===== src/rtl/miner_host_link_if.sv =====
// Host-side bus of miner_host_link: header load, digest readout and core hand-off.
// The slave modport is the link block; the master modport is the host/core side.
interface miner_host_link_if #(
  parameter int WORD_W    = 16,
  parameter int HDR_WORDS = 40,
  parameter int DIG_BYTES = 32,
  parameter int ADDR_W    = 6
);
  logic [WORD_W-1:0]           wr_data;
  logic                        host_ack;
  logic                        abort;
  logic                        core_done;
  logic [8*DIG_BYTES-1:0]      digest;
  logic                        rq;
  logic [ADDR_W-1:0]           addr;
  logic                        done;
  logic [7:0]                  rd_data;
  logic                        rd_oe;
  logic [WORD_W*HDR_WORDS-1:0] hdr;
  logic                        hdr_valid;

  modport slave (
    input  wr_data, host_ack, abort, core_done, digest,
    output rq, addr, done, rd_data, rd_oe, hdr, hdr_valid
  );

  modport master (
    output wr_data, host_ack, abort, core_done, digest,
    input  rq, addr, done, rd_data, rd_oe, hdr, hdr_valid
  );
endinterface


===== src/rtl/miner_host_link.sv =====
// Host link for the mining core: loads the header word by word, starts the core, drains the digest bytewise.
// Optional MINER_NONCE_RELOAD_EN lets a FIN acknowledge with wr_data MSB set reload only the trailing nonce words.
module miner_host_link #(
  parameter int WORD_W      = 16,
  parameter int HDR_WORDS   = 40,
  parameter int DIG_BYTES   = 32,
  parameter int ADDR_W      = 6,
  parameter int NONCE_WORDS = 2
) (
  input logic              clk,
  input logic              rst_n,
  miner_host_link_if.slave bus
);
  localparam int HDR_BITS = WORD_W * HDR_WORDS;
  localparam int DIG_BITS = 8 * DIG_BYTES;

  localparam logic [2:0] S_LOAD       = 3'd0;
  localparam logic [2:0] S_LOAD_REL   = 3'd1;
  localparam logic [2:0] S_START      = 3'd2;
  localparam logic [2:0] S_BUSY       = 3'd3;
  localparam logic [2:0] S_UNLOAD     = 3'd4;
  localparam logic [2:0] S_UNLOAD_REL = 3'd5;
  localparam logic [2:0] S_FIN        = 3'd6;

  localparam logic [ADDR_W-1:0] LAST_WORD = ADDR_W'(HDR_WORDS - 1);
  localparam logic [ADDR_W-1:0] LAST_BYTE = ADDR_W'(DIG_BYTES - 1);

  if ((2 ** ADDR_W) <= HDR_WORDS || (2 ** ADDR_W) <= DIG_BYTES) begin : g_bad_addr_w
    $error("ADDR_W too small for HDR_WORDS/DIG_BYTES");
  end
  if (NONCE_WORDS < 1 || NONCE_WORDS > HDR_WORDS) begin : g_bad_nonce
    $error("NONCE_WORDS out of range");
  end

  logic [2:0]          state;
  logic                ack_q;
  logic [ADDR_W-1:0]   addr;
  logic                rq;
  logic                done;
  logic                rd_oe;
  logic [7:0]          rd_data;
  logic [HDR_BITS-1:0] hdr;
  logic                hdr_valid;
  logic [DIG_BITS-1:0] dig;
  logic                ack_rise;

  // Byte 0 is the most significant byte of the digest.
  function automatic logic [7:0] byte_at(input logic [DIG_BITS-1:0] d, input logic [ADDR_W-1:0] idx);
    logic [DIG_BITS-1:0] s;
    s = d << (8 * idx);
    return s[DIG_BITS-1 -: 8];
  endfunction

  // Captures fire only on a fresh acknowledge, so a held host_ack writes once.
  assign ack_rise = bus.host_ack && !ack_q;

  always_ff @(posedge clk) begin
    if (!rst_n) begin
      state     <= S_LOAD;
      ack_q     <= 1'b0;
      addr      <= '0;
      rq        <= 1'b0;
      done      <= 1'b0;
      rd_oe     <= 1'b0;
      rd_data   <= '0;
      hdr       <= '0;
      hdr_valid <= 1'b0;
      dig       <= '0;
    end else begin
      ack_q     <= bus.host_ack;
      hdr_valid <= 1'b0;
      if (bus.abort) begin
        state <= S_LOAD;
        addr  <= '0;
        done  <= 1'b0;
        rd_oe <= 1'b0;
        rq    <= 1'b1;
      end else begin
        case (state)
          S_LOAD: begin
            rq <= 1'b1;
            if (ack_rise) begin
              for (int k = 0; k < HDR_WORDS; k++) begin
                if (addr == ADDR_W'(k)) hdr[HDR_BITS-1-k*WORD_W -: WORD_W] <= bus.wr_data;
              end
              rq    <= 1'b0;
              state <= S_LOAD_REL;
            end
          end
          S_LOAD_REL: begin
            if (!bus.host_ack) begin
              if (addr == LAST_WORD) begin
                hdr_valid <= 1'b1;
                state     <= S_START;
              end else begin
                addr  <= addr + 1'b1;
                rq    <= 1'b1;
                state <= S_LOAD;
              end
            end
          end
          S_START: begin
            addr  <= '0;
            state <= S_BUSY;
          end
          S_BUSY: begin
            if (bus.core_done) begin
              dig     <= bus.digest;
              rd_data <= byte_at(bus.digest, '0);
              rq      <= 1'b1;
              done    <= 1'b1;
              rd_oe   <= 1'b1;
              state   <= S_UNLOAD;
            end
          end
          S_UNLOAD: begin
            if (ack_rise) begin
              rq    <= 1'b0;
              state <= S_UNLOAD_REL;
            end
          end
          S_UNLOAD_REL: begin
            if (!bus.host_ack) begin
              addr <= addr + 1'b1;
              if (addr == LAST_BYTE) begin
                rd_oe <= 1'b0;
                state <= S_FIN;
              end else begin
                rd_data <= byte_at(dig, addr + 1'b1);
                rq      <= 1'b1;
                state   <= S_UNLOAD;
              end
            end
          end
          S_FIN: begin
            // This acknowledge only restarts the job; it never writes a header word.
            if (ack_rise) begin
              done  <= 1'b0;
              rq    <= 1'b1;
              state <= S_LOAD;
`ifdef MINER_NONCE_RELOAD_EN
              addr  <= bus.wr_data[WORD_W-1] ? ADDR_W'(HDR_WORDS - NONCE_WORDS) : '0;
`else
              addr  <= '0;
`endif
            end
          end
          default: begin
            state <= S_LOAD;
            addr  <= '0;
            rq    <= 1'b1;
            done  <= 1'b0;
            rd_oe <= 1'b0;
          end
        endcase
      end
    end
  end

  assign bus.rq        = rq;
  assign bus.addr      = addr;
  assign bus.done      = done;
  assign bus.rd_data   = rd_data;
  assign bus.rd_oe     = rd_oe;
  assign bus.hdr       = hdr;
  assign bus.hdr_valid = hdr_valid;
endmodule


===== src/flat_wrapper.sv =====
// flat-port wrapper written by rule: the top's interface ports become plain ports
module miner_host_link_flat 
#(
  parameter int WORD_W      = 16,
  parameter int HDR_WORDS   = 40,
  parameter int DIG_BYTES   = 32,
  parameter int ADDR_W      = 6,
  parameter int NONCE_WORDS = 2
)
  (clk, rst_n, bus_wr_data, bus_host_ack, bus_abort, bus_core_done, bus_digest, bus_rq, bus_addr, bus_done, bus_rd_data, bus_rd_oe, bus_hdr, bus_hdr_valid);
  miner_host_link_if #(.WORD_W(WORD_W), .HDR_WORDS(HDR_WORDS), .DIG_BYTES(DIG_BYTES), .ADDR_W(ADDR_W)) bus_i ();
  input logic clk;
  input logic rst_n;
  input wire logic [$bits(bus_i.wr_data)-1:0] bus_wr_data;
  input wire logic [$bits(bus_i.host_ack)-1:0] bus_host_ack;
  input wire logic [$bits(bus_i.abort)-1:0] bus_abort;
  input wire logic [$bits(bus_i.core_done)-1:0] bus_core_done;
  input wire logic [$bits(bus_i.digest)-1:0] bus_digest;
  output wire logic [$bits(bus_i.rq)-1:0] bus_rq;
  output wire logic [$bits(bus_i.addr)-1:0] bus_addr;
  output wire logic [$bits(bus_i.done)-1:0] bus_done;
  output wire logic [$bits(bus_i.rd_data)-1:0] bus_rd_data;
  output wire logic [$bits(bus_i.rd_oe)-1:0] bus_rd_oe;
  output wire logic [$bits(bus_i.hdr)-1:0] bus_hdr;
  output wire logic [$bits(bus_i.hdr_valid)-1:0] bus_hdr_valid;
  assign bus_i.wr_data = bus_wr_data;
  assign bus_i.host_ack = bus_host_ack;
  assign bus_i.abort = bus_abort;
  assign bus_i.core_done = bus_core_done;
  assign bus_i.digest = bus_digest;
  assign bus_rq = bus_i.rq;
  assign bus_addr = bus_i.addr;
  assign bus_done = bus_i.done;
  assign bus_rd_data = bus_i.rd_data;
  assign bus_rd_oe = bus_i.rd_oe;
  assign bus_hdr = bus_i.hdr;
  assign bus_hdr_valid = bus_i.hdr_valid;
  miner_host_link #(.WORD_W(WORD_W), .HDR_WORDS(HDR_WORDS), .DIG_BYTES(DIG_BYTES), .ADDR_W(ADDR_W), .NONCE_WORDS(NONCE_WORDS)) u_core (.clk(clk), .rst_n(rst_n), .bus(bus_i));
endmodule

===== config.mk =====
export PLATFORM = sky130hd
export DESIGN_NAME = miner_host_link_flat
export DESIGN_NICKNAME = d
export VERILOG_FILES = /design/src/rtl/miner_host_link_if.sv /design/src/rtl/miner_host_link.sv /design/src/flat_wrapper.sv
export SDC_FILE = /design/constraint.sdc
export NUM_CORES = 2
export LEC_CHECK = 0
export ABC_AREA = 1
export CAP_MARGIN = 10
export CORE_AREA = 2 2 361 363
export CTS_BUF_LIST = sky130_fd_sc_hd__clkbuf_4
export DETAILED_ROUTE_END_ITERATION = 6
export DIE_AREA = 0 0 363 365
export PLACE_DENSITY = 0.59
export SETUP_SLACK_MARGIN = 0.2
export SLEW_MARGIN = 0
export SYNTH_ARGS = -nofsm -noshare
export SYNTH_HDL_FRONTEND = slang
export SYNTH_SLANG_ARGS = --single-unit
export TNS_END_PERCENT = 1

===== constraint.sdc =====
create_clock -name clk -period 4.47 [get_ports clk]
set_clock_uncertainty 0.15 [all_clocks]
set_input_delay 0.447 -clock clk [delete_from_list [all_inputs] [get_ports clk]]
set_output_delay 0.447 -clock clk [all_outputs]
set_load 0.02 [all_outputs]

# After elaboration in Yosys (flattened, before gate mapping)
# Cells that the tools add are included.
# W data, S select, Z words.
[word_totals]
reg_bits = 918
inputBits = 277
out_inout_bits = 658
word_cells = 209
[classes]
addsub = 1
n_eq_ne = 62
n_shift = 1
mux = 33
n_bitwise = 6
n_reduce_logical = 57
[ops]
columns = ["op", "count"]
rows = [
  ["$shl A256 B9 Y256", 1],
  ["$reduce_and A4 Y1", 41],
  ["$eq A6 B5 Y1 const B", 16],
  ["$eq A6 B4 Y1 const B", 8],
  ["$eq A6 B6 Y1 const B", 8],
  ["$eq A6 B3 Y1 const B", 4],
  ["$mux W6", 4],
  ["$mux W8", 3],
  ["$pmux W6 S4", 1],
  ["$pmux W3 S7", 1],
  ["$mux W3", 6],
  ["$pmux W8 S2", 1],
  ["$ne A3 B3 Y1 const B", 5],
  ["$eq A6 B2 Y1 const B", 2],
  ["$mux W1", 12],
  ["$ne A2 B2 Y1 const B", 6],
  ["$reduce_and A5 Y1", 2],
  ["$reduce_or A5 Y1", 2],
  ["$eq A3 B3 Y1 const B", 3],
  ["$ne A2 B1 Y1 const B", 4],
  ["$reduce_and A8 Y1", 1],
  ["$pmux W1 S7", 1],
  ["$add A6 B1 Y6 const B", 1],
  ["$eq A3 B2 Y1 const B", 2],
  ["other kinds (16)", 25],
]

# Depth between registers and ports, before layout
[logic_depth]
word_depth = 5
depth_mapped = 14
ltp_nobuf = 11

# Worst setup path after synthesis
# OpenSTA, ideal clock, no wires.
[synth_timing]
kind = "reg-to-reg"
from = "register u_core.addr[0] (netlist: u_core.bus.addr[0])"
to = "register u_core.rd_data[6] (netlist: u_core.bus.rd_data[6])"
setup_time_ps = 70
arrival_ps = 2696
required_ps = 4250
setup_slack_ps = 1554
path_stages_with_launch = 15
path_buffers = 5
synth_period_minus_slack_ps = 2916
path_cell_list = "dfxtp_1 > clkbuf_1 > inv_2 > clkbuf_1 > ha_1 > clkbuf_1 > clkinv_1 > clkbuf_1 > clkbuf_1 > nand3_1 > nand3_1 > nand3_1 > nand3_1 > nand3_1 > a21oi_1"
[synth_via]
elab_chain_len = 5
elab_cells_between_ends = 8
classes_between = "1 x add/sub; 2 x eq/ne; 1 x shift; 3 x mux; 1 x reduce/logical"
[synth_rtl]
columns = ["item", "line", "source"]
rows = [
  ["start: declaration", "miner_host_link.sv:37", "logic [ADDR_W-1:0] addr;"],
  ["start signal: assignment", "miner_host_link.sv:96", "addr <= addr + 1'b1;"],
  ["start signal: assignment", "miner_host_link.sv:124", "addr <= addr + 1'b1;"],
  ["$add A6 B1 Y6", "miner_host_link.sv:129", "rd_data <= byte_at(dig, addr + 1'b1);"],
  ["$shl A256 B9 Y256", "miner_host_link.sv:50", "s = d << (8 * idx);"],
  ["$mux W8", "miner_host_link.sv:125", "if (addr == LAST_BYTE) begin"],
  ["$mux W8", "miner_host_link.sv:123", "if (!bus.host_ack) begin"],
  ["$pmux W8 S2", "miner_host_link.sv:79", "case (state)"],
  ["end signal: assignment", "miner_host_link.sv:109", "rd_data <= byte_at(bus.digest, '0);"],
  ["end signal: assignment", "miner_host_link.sv:129", ""],
  ["end: declaration", "miner_host_link.sv:41", "logic [7:0] rd_data;"],
]
# Several ways; a longest one is shown, not always the timed one. The select of a mux whose other input is x is not followed.
# A chain may end at the register's enable or synchronous reset.

# Worst setup path after layout
[layout_timing]
from = "register u_core.hdr[454] (netlist: u_core.bus.hdr[454])"
to = "output bus_hdr[454]"
[layout_rtl]
columns = ["item", "line", "source"]
rows = [
  ["start: declaration", "miner_host_link.sv:42", "logic [HDR_BITS-1:0] hdr;"],
  ["start signal: indexed assignment", "miner_host_link.sv:84", "if (addr == ADDR_W'(k)) hdr[HDR_BITS-1-k*WORD_W -: WORD_W] <= bus.wr_data;"],
  ["end: declaration", "flat_wrapper.sv:24", "output wire logic [$bits(bus_i.hdr)-1:0] bus_hdr;"],
]
# No word-level cell between the ends.

==> key figures <==
Drt
  – Routed vias: between 30000 and 40000
  – Initial DRT Pass Iterations: 6
  – DRT antenna net count: 0
  – DRT iter0 DRCs: 3063
  – DR WL/cell: 22.5 um
  – Routed vias/inst: 4.85
  – Residual DRC: 0
  – DRT Wirelength: ~160000 um

Pwr
  – PD cells: 341 mW/mm2
  – Net Sw Power: between 4000 and 5000 uW
  – Overall Power: 17000 uW
  – Sequential share of power: 0.482
  – Combinational power share: 0.068
  – Sw frac: 0.258
  – Internal power: 12600 uW
  – Clock network power share: 0.449
  – Maximum VDD drop: around 0.24 mV
  – LEAKAGE: 0.0188 uW

Setup path
  – WP data arrival: 2540 ps
  – R2r startpoint: u_core.bus.addr[1]
  – Worst path cell trace: clkdlybuf4s50_1
  – Crit-path slowest cell: clkdlybuf4s50_1
  – Crit path max-delay family: buffers and inverters
  – Worst Path Max Fanout: 2
  – CP Class: reg2out
  – Setup crit start kind: flop
  – Capture point of the worst reg-to-reg path: u_core.bus.rd_data[2]
  – R2R Setup Slk: 1370 ps
  – Max stage delay on crit path: 830 ps
  – Critical Path RT: 3870 ps
  – Worst-case reg-to-reg path depth: 9
  – CP endpoint kind: primary output
  – Buffers plus inverters on the worst setup path: 1

Synthesis
  – Cell Area, Synth: 0.0337 mm2
  – Yosys reg bits: between 900 and 1000
  – Synth Area in Adders: 0.00148
  – Sequential fraction of the synthesis area: 0.545
  – Mux share of post-synthesis cell area: 0
  – Compound-Gate Fraction of Synth Area: 0.262
  – Syn nets: roughly 4500
  – Synth warn: 0
  – Avg Cell Area, Syn: 8.03 um2
  – Post-Synth Simple-Gate Area: 0.110
  – Post-synthesis xor/xnor area fraction: 0.000260
  – Main combinational cell family by area after synthesis: compound AO/OA/AOI/OAI gates
  – Cells after Synth: 4199
  – Synth cell types: 30

Global route
  – Vias in the first global route: approximately 34000
  – Largest net degree at the start of global routing: 178
  – First-pass GRT wire length: 229000 um
  – Global route overflow: 0
  – Gr usage total: 0.233
  – Initial antenna violation count: 21

Clocking
  – H-Tree Depth: 5
  – CTS Buffer Depth: 4
  – CTS Root Cell: clkbuf_4
  – Number of gates given a new drive strength after cts: 0
  – TritonCTS clock tree: done
  – Reg clk slew, reported paths: 70 ps
  – Worst-Skew Late Latency: 1220 ps
  – Number of CTS-inserted buffers: 278
  – Clk sinks: 918

Die
  – Die X: 363 um
  – Ports: 935
  – Initial Util: 0.262
  – DIE AREA: 0.132 mm2
  – Core Region: 0.129 mm2
  – Row count: 132
  – Die height: 365 um

Timing
  – Period utilization: 0.702
  – Least-Margin Pin Slew: 1180 ps
  – Hold Violations, Final: 0
  – Fin crit period: around 3100 ps
  – Final Slew Violations: 0
  – Fmax: 0.319 GHz
  – Hold_ws: 163 ps
  – RSZ-0062 raised after global routing: no
  – Setup TNS Final: 0 ps
  – Max transition margin: 0.211
  – Final setup vio count: 0

Layout
  – Final instance area: 0.0499 mm2
  – Final #Nets: about 5600
  – Multi-input gate area: 0.0126 mm2
  – Sequential standard cell area: 0.0184 mm2
  – Area Growth Syn to Fin: 48.0%
  – Most common cell after layout, fill and taps aside: clkdlybuf4s50_1
  – Final non-filler cell total: 7201
  – Commonest cells after routing, fill and taps aside: clkdlybuf4s50_1, dfxtp_1, a21oi_1, o21ai_0, clkbuf_4
  – Share of cells above drive strength 1: 0.0957
  – Filler Cells Inserted: 13000

Worst hold path
  – Hold Startpoint: bus_digest[232]
  – Hold Path Sink: u_core.dig[232]
  – Class of the worst hold path: in2reg
  – Worst Hold Depth: 3

Placed design
  – RePlAce Congestion: 0.874
  – Placed inst area: 0.0441 mm2
  – Hpwl dp: 109000 um
  – I/O Buffers: 934
  – Placed cells: 6481

Job
  – Max-cap violations: 0

Run status
  – Status: completed
-- routing by layer --
layer  vias up  share of wire  wire (um)  GRT usage
li1      16600              -          -          -
met1     16500           0.42      67400      0.282
met2      1432           0.46      74500      0.376
met3       299          0.084      13500     0.0772
met4        16          0.039       6240      0.101
met5         -        0.00058         93          0
-- repair_timing --
item | in CTS | in global routing
hold buffers | 271 | 0
setup buffers | 0 | 0
endpoints found under the hold margin | 697 | 0
-- per-stage QoR --
step / setup WS, ps / util
after floorplan: 1550 / -
after global placement: 733 / 0.343
after detailed placement: 726 / 0.343
after CTS: 1210 / 0.388
after global routing: 1140 / 0.388
final: 1330 / 0.388
-- state kept, by name, indices dropped and copies added (netlist names) --
signal,cells
u_core.bus.rd_oe,1
u_core.bus.rd_data,8
u_core.state,3
u_core.bus.hdr,640
u_core.ack_q,1
u_core.bus.done,1
u_core.bus.hdr_valid,1
u_core.bus.addr,6
u_core.dig,256
u_core.bus.rq,1
-- power by group through the flow --
| stage | registers (uW) | clock network, uW | logic (uW) |
|---|---|---|---|
| after global placement | 8390 | 0 | 943 |
| after CTS | 8210 | 7840 | 1160 |
| after global routing | 8210 | 8310 | 1220 |
| after detailed placement | 8390 | 0 | 939 |
| final | 8210 | 7640 | 1170 |
| after floorplan | 8410 | 0 | 341 |
-- final cells by class --
| cell class | instances | share of cell area |
|---|---|---|
| Sequential cell | 918 | 0.368 |
| Multi-Input combinational cell | 2614 | 0.253 |
| Timing Repair Buffer | 1272 | 0.253 |
| Clock buffer | 384 | 0.0578 |
| Tap cell | 1675 | 0.0420 |
| Inverter | 273 | 0.0207 |
| Clock inverter | 56 | 0.00436 |
| Antenna cell | 9 | 0.000451 |
-- synthesized netlist by cell type (all sizes together) --
library cell	number	area [um2]
a211oi	17	128
xor2	1	8.76
o211ai	4	30.0
o31ai	1	7.51
o22ai	1	6.26
buf	107	632
a31oi	1	6.26
nand3	224	1130
nor2	310	1340
a21oi	847	4240
inv	267	1000
ha	4	50.1
o21ai	883	4420
clkbuf	287	1080
nand4	2	12.5
nor3	9	61.3
nand2	309	1160
nor3b	1	7.51
clkinv	6	22.5
dfxtp	918	18400
-- kinds of logic (layout without fill, tap and decap cells) --
family / Yosys count / after routing
simple gates: 855 / 855
compound gates: 1754 / 1754
flops: 918 / 918
fa+ha+maj: 4 / 4
xor+xnor: 1 / 1
buf+inv: 667 / 1985
other cells: 0 / 9
-- worst max-delay path by stage --
stage | start | end | slack (ps) | cells past startpoint
after floorplan | u_core.bus.addr[0] | u_core.bus.rd_data[6] | 1550 | 14
after global placement | bus_host_ack | u_core.bus.hdr[223] | 730 | 7
after detailed placement | bus_host_ack | u_core.bus.hdr[208] | 730 | 7
after CTS | u_core.bus.hdr[454] | bus_hdr[454] | 1210 | 1
after global routing | u_core.bus.addr[1] | u_core.bus.rd_data[4] | 1140 | 9
final | u_core.bus.hdr[454] | bus_hdr[454] | 1330 | 1
Note: power is estimated with default switching activity, not from simulation.
